**src/rtl/rr_pkt_arbiter_if.sv**
```systemverilog
// Stream bundle between NumIn packet sources, the round-robin packet arbiter and one shared sink.
// The slave modport is the arbiter's view of the bundle, and the master modport is the sources' and sink's view.
`timescale 1ns/1ps
interface rr_pkt_arbiter_if #(
    parameter int NumIn     = 4,
    parameter int DataWidth = 32
);
    localparam int IdxWidth = $clog2(NumIn);

    logic [NumIn-1:0]                valid_i;
    logic [NumIn-1:0]                ready_o;
    logic [NumIn-1:0][DataWidth-1:0] data_i;
    logic [NumIn-1:0]                last_i;
    logic                            valid_o;
    logic                            ready_i;
    logic [DataWidth-1:0]            data_o;
    logic                            last_o;
    logic [IdxWidth-1:0]             idx_o;
    logic                            locked_o;

    modport slave (
        input  valid_i, data_i, last_i, ready_i,
        output ready_o, valid_o, data_o, last_o, idx_o, locked_o
    );

    modport master (
        output valid_i, data_i, last_i, ready_i,
        input  ready_o, valid_o, data_o, last_o, idx_o, locked_o
    );
endinterface

```
**src/rtl/rr_pkt_arbiter.sv**
```systemverilog
// Packet-aware round-robin arbiter: once a packet wins, the grant stays locked until the last beat; PktQuantum packets per turn.
// Optional stall timeout on a locked source when RR_PKT_ARB_TIMEOUT_EN is defined (adds TimeoutCycles and timeout_o).
`timescale 1ns/1ps
module rr_pkt_arbiter #(
    parameter int NumIn      = 4,
    parameter int DataWidth  = 32,
    parameter int PktQuantum = 1,
    parameter int IdxWidth   = $clog2(NumIn)
`ifdef RR_PKT_ARB_TIMEOUT_EN
    ,
    parameter int TimeoutCycles = 64
`endif
) (
    input  logic               clk_i,
    input  logic               rst_ni,
    input  logic               flush_i,
    rr_pkt_arbiter_if.slave    bus
`ifdef RR_PKT_ARB_TIMEOUT_EN
    ,
    output logic               timeout_o
`endif
);
    localparam int CntWidth = $clog2(PktQuantum + 1);

    typedef enum logic {IDLE, LOCKED} state_t;

    state_t                state_reg;
    logic [IdxWidth-1:0]   rr_reg;
    logic [IdxWidth-1:0]   lock_reg;
    logic [IdxWidth-1:0]   prev_reg;
    logic [CntWidth-1:0]   q_cnt_reg;
    logic                  locked_reg;

    logic [IdxWidth-1:0]   sel_idle;
    logic [IdxWidth-1:0]   cand;
    logic                  found;
    logic [IdxWidth-1:0]   sel;
    logic                  sel_valid;
    logic                  fire;
    int                    pkt_n;
    logic [IdxWidth-1:0]   rr_end;
    logic [CntWidth-1:0]   q_end;

    // Scan upward from the slot just above the pointer, wrapping modulo NumIn.
    always_comb begin
        sel_idle = rr_reg;
        found    = 1'b0;
        cand     = '0;
        for (int i = 1; i <= NumIn; i++) begin
            cand = IdxWidth'((int'(rr_reg) + i) % NumIn);
            if (!found && bus.valid_i[cand]) begin
                sel_idle = cand;
                found    = 1'b1;
            end
        end
    end

    assign sel       = (state_reg == LOCKED) ? lock_reg : sel_idle;
    assign sel_valid = bus.valid_i[sel] && !flush_i;
    assign fire      = sel_valid && bus.ready_i;

    assign bus.valid_o  = sel_valid;
    assign bus.data_o   = bus.data_i[sel];
    assign bus.last_o   = bus.last_i[sel];
    assign bus.idx_o    = sel;
    assign bus.locked_o = locked_reg;

    generate
        for (genvar gi = 0; gi < NumIn; gi++) begin : g_ready
            assign bus.ready_o[gi] = fire && (sel == IdxWidth'(gi));
        end
    endgenerate

    // A winner that has not used up its quantum keeps top priority by parking the pointer just below it.
    always_comb begin
        pkt_n = (sel == prev_reg) ? int'(q_cnt_reg) + 1 : 1;
        if (pkt_n < PktQuantum) begin
            rr_end = (sel == '0) ? IdxWidth'(NumIn - 1) : sel - IdxWidth'(1);
            q_end  = CntWidth'(pkt_n);
        end else begin
            rr_end = sel;
            q_end  = '0;
        end
    end

`ifdef RR_PKT_ARB_TIMEOUT_EN
    localparam int ToWidth = (TimeoutCycles > 2) ? $clog2(TimeoutCycles) : 1;
    logic [ToWidth-1:0] to_cnt_reg;
    logic               timeout_reg;
    assign timeout_o = timeout_reg;
`endif

    always_ff @(posedge clk_i or negedge rst_ni) begin
        if (!rst_ni) begin
            state_reg  <= IDLE;
            rr_reg     <= IdxWidth'(NumIn - 1);
            lock_reg   <= '0;
            prev_reg   <= '0;
            q_cnt_reg  <= '0;
            locked_reg <= 1'b0;
`ifdef RR_PKT_ARB_TIMEOUT_EN
            to_cnt_reg  <= '0;
            timeout_reg <= 1'b0;
`endif
        end else if (flush_i) begin
            state_reg  <= IDLE;
            rr_reg     <= IdxWidth'(NumIn - 1);
            lock_reg   <= '0;
            prev_reg   <= '0;
            q_cnt_reg  <= '0;
            locked_reg <= 1'b0;
`ifdef RR_PKT_ARB_TIMEOUT_EN
            to_cnt_reg  <= '0;
            timeout_reg <= 1'b0;
`endif
        end else begin
`ifdef RR_PKT_ARB_TIMEOUT_EN
            timeout_reg <= 1'b0;
`endif
            case (state_reg)
                IDLE: begin
                    if (fire) begin
                        if (bus.last_i[sel]) begin
                            rr_reg    <= rr_end;
                            q_cnt_reg <= q_end;
                            prev_reg  <= sel;
                        end else begin
                            state_reg  <= LOCKED;
                            locked_reg <= 1'b1;
                            lock_reg   <= sel;
                        end
                    end
                end
                LOCKED: begin
                    if (fire && bus.last_i[sel]) begin
                        state_reg  <= IDLE;
                        locked_reg <= 1'b0;
                        rr_reg     <= rr_end;
                        q_cnt_reg  <= q_end;
                        prev_reg   <= sel;
                    end
`ifdef RR_PKT_ARB_TIMEOUT_EN
                    if (bus.valid_i[lock_reg]) begin
                        to_cnt_reg <= '0;
                    end else if (to_cnt_reg == ToWidth'(TimeoutCycles - 1)) begin
                        // Give up on a stalled packet and hand priority to the next source.
                        state_reg   <= IDLE;
                        locked_reg  <= 1'b0;
                        rr_reg      <= lock_reg;
                        q_cnt_reg   <= '0;
                        to_cnt_reg  <= '0;
                        timeout_reg <= 1'b1;
                    end else begin
                        to_cnt_reg <= to_cnt_reg + ToWidth'(1);
                    end
`endif
                end
                default: begin
                    state_reg  <= IDLE;
                    locked_reg <= 1'b0;
                end
            endcase
        end
    end
endmodule

```
**src/flat_wrapper.sv**
```systemverilog
// flat-port wrapper written by rule: the top's interface ports become plain ports
module rr_pkt_arbiter_flat 
#(
    parameter int NumIn      = 4,
    parameter int DataWidth  = 32,
    parameter int PktQuantum = 1,
    parameter int IdxWidth   = $clog2(NumIn)

)
  (clk_i, rst_ni, flush_i, bus_valid_i, bus_data_i, bus_last_i, bus_ready_i, bus_ready_o, bus_valid_o, bus_data_o, bus_last_o, bus_idx_o, bus_locked_o);
  rr_pkt_arbiter_if #(.NumIn(NumIn), .DataWidth(DataWidth)) bus_i ();
  input  logic clk_i;
  input  logic rst_ni;
  input  logic flush_i;
  input wire logic [$bits(bus_i.valid_i)-1:0] bus_valid_i;
  input wire logic [$bits(bus_i.data_i)-1:0] bus_data_i;
  input wire logic [$bits(bus_i.last_i)-1:0] bus_last_i;
  input wire logic [$bits(bus_i.ready_i)-1:0] bus_ready_i;
  output wire logic [$bits(bus_i.ready_o)-1:0] bus_ready_o;
  output wire logic [$bits(bus_i.valid_o)-1:0] bus_valid_o;
  output wire logic [$bits(bus_i.data_o)-1:0] bus_data_o;
  output wire logic [$bits(bus_i.last_o)-1:0] bus_last_o;
  output wire logic [$bits(bus_i.idx_o)-1:0] bus_idx_o;
  output wire logic [$bits(bus_i.locked_o)-1:0] bus_locked_o;
  assign bus_i.valid_i = bus_valid_i;
  assign bus_i.data_i = bus_data_i;
  assign bus_i.last_i = bus_last_i;
  assign bus_i.ready_i = bus_ready_i;
  assign bus_ready_o = bus_i.ready_o;
  assign bus_valid_o = bus_i.valid_o;
  assign bus_data_o = bus_i.data_o;
  assign bus_last_o = bus_i.last_o;
  assign bus_idx_o = bus_i.idx_o;
  assign bus_locked_o = bus_i.locked_o;
  rr_pkt_arbiter #(.NumIn(NumIn), .DataWidth(DataWidth), .PktQuantum(PktQuantum), .IdxWidth(IdxWidth)) u_core (.clk_i(clk_i), .rst_ni(rst_ni), .flush_i(flush_i), .bus(bus_i));
endmodule
```
**config.mk**
```make
export PLATFORM = sky130hd
export DESIGN_NAME = rr_pkt_arbiter_flat
export DESIGN_NICKNAME = d
export VERILOG_FILES = /design/src/rtl/rr_pkt_arbiter_if.sv /design/src/rtl/rr_pkt_arbiter.sv /design/src/flat_wrapper.sv
export SDC_FILE = /design/constraint.sdc
export NUM_CORES = 1
export LEC_CHECK = 0
export ABC_AREA = 1
export BUFFER_PORTS_ARGS = -buffer_cell sky130_fd_sc_hd__clkbuf_2
export CORE_AREA = 2 2 70 72
export DETAILED_ROUTE_END_ITERATION = 12
export DIE_AREA = 0 0 72 74
export PLACE_DENSITY = 0.92
export SLEW_MARGIN = 30
export SYNTH_ARGS = -nofsm -noshare
export SYNTH_HDL_FRONTEND = slang
export SYNTH_SLANG_ARGS = --single-unit
```
**constraint.sdc**
```tcl
create_clock -name clk_i -period 2.9 [get_ports clk_i]
set_input_delay 0.29 -clock clk_i [delete_from_list [all_inputs] [get_ports clk_i]]
set_output_delay 0.29 -clock clk_i [all_outputs]
set_load 0.02 [all_outputs]
```
==> impl_metrics.json <==
{
  "status": "finished, final reports clean",
  "nNetsFinal": 631,
  "routed_via_density": 5.03,
  "cap_violations": 0,
  "die_h_um": 74,
  "grt_pass1_wl_um": 10300,
  "drt_pass1_iterations": 5,
  "cp_top_family": "simple AND/OR/NAND/NOR gates",
  "r2r-start": "u_core.rr_reg[0]$_DFFE_PN1P_",
  "ios": 181,
  "startpoint_type": "register",
  "grt_use_total_pct": 23.8,
  "ir_worst_vdd_v": 0.000871,
  "core_um2": 4600,
  "grt_max_degree": 39,
  "worstSetupEndpoint": "bus_ready_o[2]",
  "drc_errors": 0,
  "hold_class": "primary input to register",
  "netlist_top_cells_area": "o21ai_0, nor2_1, nand2_1",
  "grt_remaining_overflow": 0,
  "worstPathCellList": "buf_4 > nand2_1 > nand2_1 > nand2_1 > nand2_1 > nand2_1 > nand3_1 > nand2_1 > nand2_2 > nand2_4 > buf_12 > nand2_4 > nand2_4 > nor2_8 > inv_1 > nor2_1 > clkbuf_2",
  "critPathMostFrequentCell": "nand2_1",
  "max_stage_delay_ns": 0.59,
  "avgSynthCellArea_um2": 5.40,
  "critical_path_required_ns": 2.61,
  "drtIter0Drc": 140,
  "hold_viol": 0,
  "setup-tns-final_ns": 0,
  "synthToLayoutAreaGrowth_pct": 57.3,
  "htree_levels": 1,
  "period_minus_slack_ns": 2.73,
  "syn_area_um2": 1700,
  "n_antenna_cell": 0,
  "cp_max_fo": 38,
  "antenna_found_initial": 0,
  "ff2ff_path_depth": 17,
  "multiInputGateArea_um2": 1300,
  "cts.sinks": 6,
  "grt_pass1_vias": 2273,
  "skew_ns": 0.000580,
  "startpoint": "u_core.rr_reg[0]$_DFFE_PN1P_",
  "fillers": 442,
  "leakage_nw": 1.56,
  "gp_congestion": 0.866,
  "synth-seq-cells": 6,
  "via_count": 2711,
  "dp_hpwl_um": 5440,
  "setup_viol": 0,
  "syn_inst": 315,
  "rows": 25,
  "drive_above_1_share_pct": 43.9,
  "cp.depth": 17,
  "die_area_um2": 5330,
  "place_area_um2": 2590,
  "wl_per_cell_um": 12.5,
  "die_w_um": 72,
  "powerDensity_nw_per_um2": 1580,
  "start_util_pct": 37.0,
  "ant_nets": 0,
  "syn_nets": 459,
  "critPathSlowestCell": "dfstp_2",
  "worst_pin_slew_ns": 0.513,
  "design_area_um2": 2680,
  "io_buffers": 180,
  "slew_violations": 0,
  "end_kind": "output pin",
  "root_buffer": "clkbuf_8",
  "yosysSeqAreaShare_pct": 8.97,
  "worstSkewPairLatency_ns": 0.22,
  "synth.largest_area_cell": "o21ai_0",
  "r2r_slack_ns": 0.60,
  "cts_tree": "built",
  "critPathKind": "register to output pin",
  "grt_setup_unrepaired": "false",
  "p_total_mw": 4.23,
  "synth_top_cell_area_share_pct": 17.1,
  "clockBufferDepth": 2,
  "synth_cell_types": 25,
  "synth.yosys.warnings": 0,
  "path_buf_inv": 4,
  "slew_headroom_pct": 65.7,
  "max_clock_freq_mhz": 367,
  "min-delay-start": "flush_i",
  "arrival_ns": 2.44,
  "cts-buffers-inserted": 3,
  "path_clk_slew_ns": 0.04,
  "rr_endpoint": "u_core.lock_reg[1]$_DFFE_PN0P_",
  "totalWireLength_um": 6730,
  "regArea_um2": 153,
  "finalCritPeriodShare_pct": 94.1
}
==> report_power, final <==
group / switching [mW] / total, mW / internal [mW] / leakage [nW]
sequential: 0.0333 / 0.159 / 0.126 / 0.0733
clock: 0.0368 / 0.126 / 0.0892 / 0.0216
combinational: 2.62 / 3.94 / 1.32 / 1.46
==> layer usage <==
layer | vias to the layer above | part of all wire (%) | GRT usage (%)
li1 | 1402 | - | -
met1 | 1192 | 40 | 30.0
met2 | 109 | 53 | 43.2
met3 | 8 | 6.9 | 5.01
met4 | 0 | 0.62 | 2.73
met5 | - | 0 | 0
==> final cells by class <==
class	count	area share (%)
multi-input combinational	263	48.7
tap	54	2.52
inverter	24	3.74
clock buffer	3	1.54
sequential	6	5.70
timing repair buffer	189	37.8
==> timing repair <==
action / in CTS / in global routing
hold endpoints to repair: 4 / 0
setup buffers: 0 / 2
setup endpoints to repair: 0 / 36
resized for setup: 0 / 10
hold buffers: 1 / 0
==> cell families after synthesis <==
| group | synth area share, % |
|---|---|
| flip-flops | 8.97 |
| buffers and inverters | 14.5 |
| adder cells (fa/ha/maj) | 2.94 |
| AO/OA/AOI/OAI | 31.8 |
| AND/OR/NAND/NOR | 41.8 |
==> synthesized netlist by cell type (all sizes together) <==
library cell  number
nor2              71
nand2             68
o21ai             66
o22ai             32
inv               23
nand3             15
buf               14
clkbuf             8
dfrtp              4
ha                 4
nand4              3
a21oi              2
dfstp              2
or2                2
clkinv             1
==> worst min path at each step <==
| stage | endpoint | slack (ns) | cells past startpoint |
|---|---|---|---|
| 2_1_floorplan | u_core.bus.locked_o$_DFFE_PN0P_ | -0.006 | 0 |
| 3_3_place_gp | u_core.bus.locked_o$_DFFE_PN0P_ | 0.12 | 1 |
| 3_5_place_dp | u_core.bus.locked_o$_DFFE_PN0P_ | 0.12 | 1 |
| 4_1_cts | u_core.lock_reg[0]$_DFFE_PN0P_ | 0.39 | 4 |
| 5_1_grt | u_core.lock_reg[0]$_DFFE_PN0P_ | 0.43 | 4 |
| 6_report | u_core.lock_reg[0]$_DFFE_PN0P_ | 0.39 | 4 |
==> cells in the final DEF, fill, tap and decap left out, types with 4 or more instances in the layout <==
master and count:
nand2_1 58, nand3_1 13, buf_4 4, inv_1 19
o22ai_1 32, clkbuf_2 179, nor2_1 69, nand2_4 6
ha_1 4, o21ai_0 58, dfrtp_1 4, nand2_2 4
o21ai_1 8
==> worst register-to-register path, cell delays in order, from the launching register on <==
cell and delay, ns:
dfstp_2 0.59, buf_4 0.16, nand2_1 0.07, nand3_1 0.08
nand2_1 0.05, nand2_1 0.06, nand3_1 0.07, nand2_1 0.09
nand2_2 0.09, nand2_4 0.12, buf_6 0.23, nand2_1 0.10
nand3_2 0.09, nand2_4 0.09, nand2_2 0.09, nand2_2 0.08
nand2_1 0.07, nand2_1 0.05
==> metrics by stage <==
step | hold slack [ns] | setup slack (ns) | cells | utilization (%)
3_5_place_dp | 0.124 | 0.337 | 533 | 56.3
2_1_floorplan | -0.00559 | 0.582 | 315 | -
6_report | 0.393 | 0.172 | 539 | 58.2
5_1_grt | 0.427 | 0.000979 | 539 | 58.2
4_1_cts | 0.391 | 0.0945 | 537 | 57.4
3_3_place_gp | 0.123 | 0.375 | 533 | 56.3
(Power assumes the default switching activity.)
